===== config.mk =====
export PLATFORM = sky130hd
export DESIGN_NAME = rv_ma_lsu
export DESIGN_NICKNAME = d
export VERILOG_FILES = /design/src/rtl/rv_ma_lsu.sv
export SDC_FILE = /design/constraint.sdc
export NUM_CORES = 1
export LEC_CHECK = 0
export ABC_CLOCK_PERIOD_IN_PS = 2200
export BUFFER_PORTS_ARGS = -buffer_cell sky130_fd_sc_hd__buf_4
export CAP_MARGIN = 10
export CORE_ASPECT_RATIO = 1.4
export CORE_MARGIN = 2
export CORE_UTILIZATION = 25
export DETAILED_ROUTE_END_ITERATION = 8
export PLACE_DENSITY = 0.57
export SLEW_MARGIN = 10
export SYNTH_ARGS = -nofsm -noshare
export SYNTH_HDL_FRONTEND = slang
export SYNTH_SLANG_ARGS = --single-unit

===== constraint.sdc =====
create_clock -name clk -period 2.2 [get_ports clk]
set_input_delay 0.44 -clock clk [delete_from_list [all_inputs] [get_ports clk]]
set_output_delay 0.44 -clock clk [all_outputs]
set_load 0.03 [all_outputs]

===== src/rtl/rv_ma_lsu.sv =====
// rv_ma_lsu: Q103H->Q104H memory-access stage with valid/ready request and valid-only response
//   clk, rst (async, active-low)                  : clock and reset
//   *_Q103H inputs                                : instruction fields held stable by upstream while stalled
//   stall_Q103H                                   : holds Q103H and everything upstream
//   dmem_req_*/dmem_rsp_*                         : D_MEM request (valid/ready) and response (valid only)
//   wb_valid/wb_data/misalign/bus_err _Q104H      : registered write-back and exception flags
//   Optional RV_MA_TIMEOUT_EN: response timeout counter driving bus_err_Q104H
module rv_ma_lsu #(
  parameter int XLEN    = 32,
  parameter int TIMEOUT = 256
) (
  input  logic              clk,
  input  logic              rst,
  input  logic              valid_Q103H,
  input  logic              flush_Q103H,
  input  logic              ld_Q103H,
  input  logic              st_Q103H,
  input  logic [1:0]        size_Q103H,
  input  logic              unsigned_Q103H,
  input  logic [1:0]        sel_wb_Q103H,
  input  logic [XLEN-1:0]   pc_plus4_Q103H,
  input  logic [XLEN-1:0]   alu_out_Q103H,
  input  logic [XLEN-1:0]   st_data_Q103H,
  output logic              stall_Q103H,
  output logic              dmem_req_valid,
  input  logic              dmem_req_ready,
  output logic [XLEN-1:0]   dmem_req_addr,
  output logic              dmem_req_wr_en,
  output logic [XLEN/8-1:0] dmem_req_byte_en,
  output logic [XLEN-1:0]   dmem_req_wr_data,
  input  logic              dmem_rsp_valid,
  input  logic [XLEN-1:0]   dmem_rsp_rd_data,
  output logic              wb_valid_Q104H,
  output logic [XLEN-1:0]   wb_data_Q104H,
  output logic              misalign_Q104H,
  output logic              bus_err_Q104H
);
  localparam int NB = XLEN / 8;
  localparam int NH = NB / 2;
  localparam int NW = NB / 4;
  localparam int OW = $clog2(NB);
  typedef enum logic [1:0] {IDLE, WAIT, DRAIN} state_t;
  state_t state, state_nxt;
  logic [OW-1:0] off;
  logic mis, mem, req_v, stall, nv, nm;
  logic [XLEN-1:0] nd, rep, shd, keep, ld_fmt, wb_mux;
  logic [NB-1:0] lane;
  logic sb;
  assign off = alu_out_Q103H[OW-1:0];
  assign mem = valid_Q103H && !flush_Q103H && (ld_Q103H || st_Q103H);
  assign mis = (size_Q103H == 2'd1 && off[0]) ||
               (size_Q103H == 2'd2 && off[1:0] != 2'd0) ||
               (size_Q103H == 2'd3 && (off != '0 || XLEN == 32));
  assign lane = (size_Q103H == 2'd0) ? NB'(1) : (size_Q103H == 2'd1) ? NB'(3) :
                (size_Q103H == 2'd2) ? NB'(15) : '1;
  // Replicated data already sits in every lane of its size; aligned accesses make the lane shift an identity.
  assign rep = (size_Q103H == 2'd0) ? {NB{st_data_Q103H[7:0]}} :
               (size_Q103H == 2'd1) ? {NH{st_data_Q103H[15:0]}} :
               (size_Q103H == 2'd2) ? XLEN'({NW{st_data_Q103H[31:0]}}) : st_data_Q103H;
  assign shd  = dmem_rsp_rd_data >> {off, 3'b000};
  assign keep = (size_Q103H == 2'd0) ? XLEN'(32'hFF) : (size_Q103H == 2'd1) ? XLEN'(32'hFFFF) :
                (size_Q103H == 2'd2) ? XLEN'(32'hFFFF_FFFF) : '1;
  assign sb = (size_Q103H == 2'd0) ? shd[7] : (size_Q103H == 2'd1) ? shd[15] :
              (size_Q103H == 2'd2) ? shd[31] : shd[XLEN-1];
  assign ld_fmt = (shd & keep) | (~keep & {XLEN{sb && !unsigned_Q103H}});
  assign wb_mux = (sel_wb_Q103H == 2'd0) ? pc_plus4_Q103H :
                  (sel_wb_Q103H == 2'd1) ? alu_out_Q103H :
                  (sel_wb_Q103H == 2'd2 && ld_Q103H) ? ld_fmt : '0;
  assign dmem_req_addr    = {alu_out_Q103H[XLEN-1:OW], {OW{1'b0}}};
  assign dmem_req_wr_en   = st_Q103H;
  assign dmem_req_byte_en = lane << off;
  assign dmem_req_wr_data = rep;
  // Gated by reset so the channel goes quiet the moment reset asserts.
  assign dmem_req_valid = rst && req_v;
  assign stall_Q103H    = rst && stall;
`ifdef RV_MA_TIMEOUT_EN
  localparam int CW = $clog2(TIMEOUT) + 1;
  logic [CW-1:0] cnt;
  logic to_hit, nb;
  assign to_hit = cnt >= CW'(TIMEOUT - 1);
  always_ff @(posedge clk or negedge rst)
    if (!rst) cnt <= '0;
    else cnt <= (state == IDLE) ? '0 : cnt + 1'b1;
  always_ff @(posedge clk or negedge rst)
    if (!rst) bus_err_Q104H <= 1'b0;
    else bus_err_Q104H <= nb;
`else
  assign bus_err_Q104H = 1'b0;
`endif
  always_comb begin
    state_nxt = state;
    req_v     = 1'b0;
    stall     = 1'b0;
    nv        = 1'b0;
    nm        = 1'b0;
    nd        = wb_data_Q104H;
`ifdef RV_MA_TIMEOUT_EN
    nb        = 1'b0;
`endif
    case (state)
      IDLE: begin
        if (mem && mis) begin
          nv = 1'b1;
          nm = 1'b1;
          nd = alu_out_Q103H;
        end else if (mem) begin
          req_v = 1'b1;
          if (!dmem_req_ready) stall = 1'b1;
          else if (st_Q103H) begin
            nv = 1'b1;
            nd = wb_mux;
          end else begin
            stall     = 1'b1;
            state_nxt = WAIT;
          end
        end else if (valid_Q103H && !flush_Q103H) begin
          nv = 1'b1;
          nd = wb_mux;
        end
      end
      WAIT: begin
        if (dmem_rsp_valid) begin
          state_nxt = IDLE;
          nv        = !flush_Q103H;
          nd        = flush_Q103H ? wb_data_Q104H : wb_mux;
        end else if (flush_Q103H) begin
          stall     = 1'b1;
          state_nxt = DRAIN;
        end
`ifdef RV_MA_TIMEOUT_EN
        else if (to_hit) begin
          state_nxt = IDLE;
          nv        = 1'b1;
          nb        = 1'b1;
          nd        = alu_out_Q103H;
        end
`endif
        else stall = 1'b1;
      end
      DRAIN: begin
        // Held through the response cycle so a new Q103H instruction is only seen from IDLE.
        stall = 1'b1;
        if (dmem_rsp_valid) state_nxt = IDLE;
`ifdef RV_MA_TIMEOUT_EN
        if (to_hit) state_nxt = IDLE;
`endif
      end
      default: state_nxt = IDLE;
    endcase
  end
  always_ff @(posedge clk or negedge rst)
    if (!rst) begin
      state          <= IDLE;
      wb_valid_Q104H <= 1'b0;
      wb_data_Q104H  <= '0;
      misalign_Q104H <= 1'b0;
    end else begin
      state          <= state_nxt;
      wb_valid_Q104H <= nv;
      wb_data_Q104H  <= nd;
      misalign_Q104H <= nm;
    end
endmodule

== After elaboration in Yosys (flattened, before gate mapping) ==
Index checks and enable logic that the tools add are counted.
Widths: inputs -> output; s select.

* Bits in latches: 0
* Bits in registers: 36
* Memories: 0
* Bits in read-only memories: 0
* Memory bits (writable): 0

* Divide/modulo/power cells: 0
* Shifts and indexed selects: 2
* Order comparisons: 0
* $add $sub $neg: 0
* Bitwise gates (word level): 4
* Eq/ne operators: 18
* Multiplexer cells: 45
* Multipliers: 0
* Reductions and logical operators: 21

{| class="wikitable"
|+ Operators with widths
! cell !! count
|-
| $mux 32 || 14
|-
| $and 32x32->32 || 2
|-
| $pmux 32 s2 || 1
|-
| $not 32->32 || 1
|-
| $or 32x32->32 || 1
|-
| $shr 32x5->32 || 1
|-
| $mux 1 || 18
|-
| $mux 2 || 7
|-
| $ne 2x2->1 const B || 7
|-
| $ne 4x4->1 const B || 3
|-
| $reduce_and 6->1 || 2
|-
| $logic_and 1x1->1 || 9
|-
| $eq 2x2->1 const B || 4
|-
| $mux 4 || 2
|-
| $eq 2x1->1 const B || 3
|-
| $logic_not 2->1 || 3
|-
| $pmux 2 s3 || 1
|-
| $reduce_bool 2->1 || 2
|-
| $shl 4x2->4 || 1
|-
| $logic_or 1x1->1 || 3
|-
| $ne 3x3->1 const B || 1
|-
| $pmux 1 s3 || 1
|-
| $logic_not 1->1 || 2
|-
| $pmux 1 s2 || 1
|}

== Longest topological paths before layout ==
* Word-level depth: 14
* Depth in mapped cells: 7
* Mapped depth without buffers: 5

== Worst setup path after synthesis ==
OpenSTA, ideal clock, no wires.

* Path kind: input to output
* Start point: in size_Q103H[1]
* End point: out dmem_req_byte_en[2]
* Arrival: 1.940 ns
* Stages on the path: 5
* Setup slack: -0.180 ns
* Path through: buf_2 > buf_1 > clkbuf_1 > a21oi_1 > o21ai_0

* Word-level cells in the longest chain between the ends: 4
* Elaborated cells between the ends (all ways): 5
* Classes of those cells: eq/ne: 1; shift: 1; mux: 2; reduce/logical: 1

{| class="wikitable"
|+ RTL lines
! item !! RTL line !! RTL
|-
| start: declaration || 18 || <nowiki>input logic [1:0] size_Q103H,</nowiki>
|-
| $eq 2x1->1 || 54 || <nowiki>assign lane = (size_Q103H == 2'd0) ? NB'(1) : (size_Q103H == 2'd1) ? NB'(3) :</nowiki>
|-
| $mux 4 || 54 ||
|-
| $mux 4 * || 54 ||
|-
| $shl 4x2->4 * || 71 || <nowiki>assign dmem_req_byte_en = lane << off;</nowiki>
|-
| end: declaration || 29 || <nowiki>output logic [XLEN/8-1:0] dmem_req_byte_en,</nowiki>
|}

Mark *: on every way between the ends. The rest lies on a longest branch, timed or not.

== Final worst setup path ==
* Start point: reg state[1]
* End point: out stall_Q103H

* Word-level cells in the longest chain between the ends: 3
* Elaborated cells between the ends (all ways): 5
* Classes of those cells: eq/ne: 2; mux: 1; reduce/logical: 2

{| class="wikitable"
|+ RTL lines
! item !! RTL line !! RTL
|-
| start: declaration || 43 || <nowiki>state_t state, state_nxt;</nowiki>
|-
| start signal: assignment || 158 || <nowiki>state <= state_nxt;</nowiki>
|-
| $eq 2x2->1 (tied with other cells) || 100 || <nowiki>case (state)</nowiki>
|-
| $pmux 1 s3 * || 100 ||
|-
| $logic_and 1x1->1 * || 75 || <nowiki>assign stall_Q103H = rst && stall;</nowiki>
|-
| end: declaration || 24 || <nowiki>output logic stall_Q103H,</nowiki>
|}

Marks and branches as above.

==> metrics <==
outcome=finished clean; synth warn=0; final non-filler cell total=842; max incr delay on CP=0.42 ns; Max Clock Freq=470 MHz; R2R Path End=wb_data_Q104H[15]; Synth cell types=55; fin. max-slew vios=0; register bit total from synthesis=36; switching power=0.00131 W; power density of the placed cells=551 mW/mm²; Sink Count=36; Mapped Cells=441; Worst Setup Path Type=reg2out; CTS Root Cell=clkbuf_16; clk buf depth=2; simple-gate share of the synthesized area=12.6%; die area=0.0167 mm²; Final setup violation count=0; first-pass GRT wire length=25300 µm; share of cells above drive strength 1=50.0%; core area=0.0155 mm²; Setup TNS Final=0 ns; Tmin final=2.13 ns; dpl cells=831; Critical Path Start Type=flop; clock skew=0.00545 ns; initial antenna violation count=0; Leak=2.82 nW; hpwl dp=13900 µm; DR vias=4360; final instance area=0.00595 mm²; hold crit path type=in2async; Hold Fails Final Rpt=0; Worst Path Buf+Inv=1; first-pass iteration count of the detailed router=4; Logic pwr share=51.3%; initial drt markers=264; Adder-Cell Fraction of Synth Area=0%; DIE WIDTH=110 µm; largest net degree at the start of global routing=37; largest family of logic cells by synthesized area=compound AO/OA/AOI/OAI gates; # rows=54; Antenna Nets Post-Route=0; Buffers on Ports=243; Flop pwr share=26.6%; Peak VDD IR=0.000320 V; XOR/XNOR Fraction of Synth Area=0%; switching portion of total power=39.9%; RSZ-0062 raised after global routing=yes; WHS=0.276 ns; Post-synth EDFFs=0; Req. time, crit path=1.76 ns; Crit-path slowest cell=dfrtp_1; Synth async-reset ratio=100%; CTS tree=yes; layout net count=786; Int Pwr=0.00197 W; vias in the first global route=4427; Clk pwr share=22.1%; most frequent cell after synthesis=mux2i_1; Inserted Diodes=0; synth top area cells=dfrtp_1 23%, mux2i_1 13%, buf_4 8.8%; Compound-Gate Fraction of Synth Area=31.1%; CP delay by family, top=simple AND/OR/NAND/NOR gates; multiplexer share of the synthesized area=18.9%; clock transition at the registers of the reported paths=0.06 ns; reg2reg setup slack=0.26 ns; gpl congestion=0.871; # IOs=247; Die Height=152 µm; Overall Global Routing Usage=19.8%; Routed WL=17100 µm; WL/cell=20.3 µm; top cell type's share of synthesized area=23.0%; sequential area share after synthesis=23.0%; Post-DP Area=0.00575 mm²; Final Cycle Share=96.7%; DR vias/cell=5.18; drc violations=0; R2R depth=6; grt total ovfl=0; synth cell count leaders=49 x mux2i_1, 46 x buf_4, 37 x nand2_1; worst-path cell chain=nor4b_4, nand4_1, o221ai_2, and2_4, buf_6; H-tree Lvls=2; Crit. End Element=primary output; ys flop type=dfrtp_1; worst reg2reg startpoint=state[1]; Mapped Area=0.00391 mm²; cell taking the most area after synthesis=dfrtp_1; later-pin clock latency in the skew report=0.28 ns; Layout area overhead=52.1%; CTS Buf Count=5; Max-Cap Viols=0; starting density of the core=25.3%; crit path DAT=1.69 ns; Avg Cell Area, Syn=8.87 µm²; critical-path maximum fanout=3
## per-layer routing
layer  track usage, %  share of wire [%]  up-vias  routed length (µm)
met1             23.7                 39     2129                6620
met4             6.45                2.7        0                 461
met5                0                  0        -                   0
met2             35.4                 53      153                8990
met3             3.09                5.9       24                1010
li1                 -                  -     2054                   -
## stage by stage
step | util [%] | power [W] | worst slack (ns)
4_1_cts | 38.2 | 0.00329 | 0.0226
6_report | 38.4 | 0.00328 | 0.0724
3_3_place_gp | 37.2 | 0.00254 | 0.126
2_1_floorplan | - | 0.00184 | 0.00984
5_1_grt | 38.4 | 0.00344 | -0.0430
3_5_place_dp | 37.2 | 0.00256 | 0.0735
## registers in the layout (all words and copies together), names as in the netlist
signal / count
wb_data_Q104H: 32
state: 2
misalign_Q104H: 1
wb_valid_Q104H: 1
## cell usage in the layout (no fill, tap or decap), types with 3 or more instances in the layout
cell       synthesis  routed
o21bai_1           5       5
a211oi_1          13      13
dfrtp_1           36      36
conb_1             1       3
mux2i_1           49      49
nand2b_1           8       8
a211oi_2          10      10
mux4_2             7       7
nand3b_1           3       3
o22ai_1           24      24
buf_12             0       3
nor3_1             8       8
o32ai_1           17      17
and3_1             5       5
mux2_2             8       8
o21ai_0           14       5
o2bb2ai_1         25      25
clkbuf_16          0       5
nor2b_1            4       4
a21boi_0           5       5
a21oi_1            5       5
inv_1              9       9
buf_4             46     275
o221ai_1           8       7
o21ai_1            4      12
a31o_1             4       4
nand2_1           37      37
nor2_1            16      16
## area by class of cell
class | count | area (µm²)
flip-flops and latches | 36 | 901
repair buffers | 279 | 2140
multi-input cells | 313 | 2480
clock buffers | 8 | 146
fillers | 1566 | 9530
inverters | 10 | 37.5
well taps | 196 | 245
## worst max-delay path by stage
stage	from	to	slack (ns)	cells after the start
3_5_place_dp	alu_out_Q103H[0]	wb_data_Q104H[14]	0.07	6
6_report	state[1]	stall_Q103H	0.07	5
5_1_grt	state[1]	stall_Q103H	-0.04	5
2_1_floorplan	size_Q103H[1]	dmem_req_byte_en[2]	0.01	5
3_3_place_gp	alu_out_Q103H[0]	wb_data_Q104H[13]	0.13	6
4_1_cts	state[0]	stall_Q103H	0.02	5
## kinds of logic (layout without fill, tap and decap cells)
| logic type | after synthesis | after routing |
|---|---|---|
| buffers and inverters | 94 | 297 |
| muxes | 64 | 64 |
| DFF | 36 | 36 |
| other | 1 | 3 |
| AOI/OAI and AO/OA | 152 | 152 |
| and+or+nand+nor | 94 | 94 |
## power by group through the flow
stage	sequential (W)	combinational [W]	clock [W]
finish	0.000873	0.00168	0.000724
global route	0.000888	0.00178	0.000773
CTS	0.000873	0.00168	0.000733
detailed placement	0.000879	0.00168	0
global placement	0.000883	0.00166	0
floorplan	0.00111	0.000728	0
## repair_timing
action | CTS | global route
endpoints found under the hold margin | 0 | 0
gates resized for setup | 1 | 4
endpoints found under the setup margin | 1 | 2
hold buffers | 0 | 0
buffers inserted | 0 | 3
pin swaps | 0 | 3
Note: power is estimated with default switching activity, not from simulation.
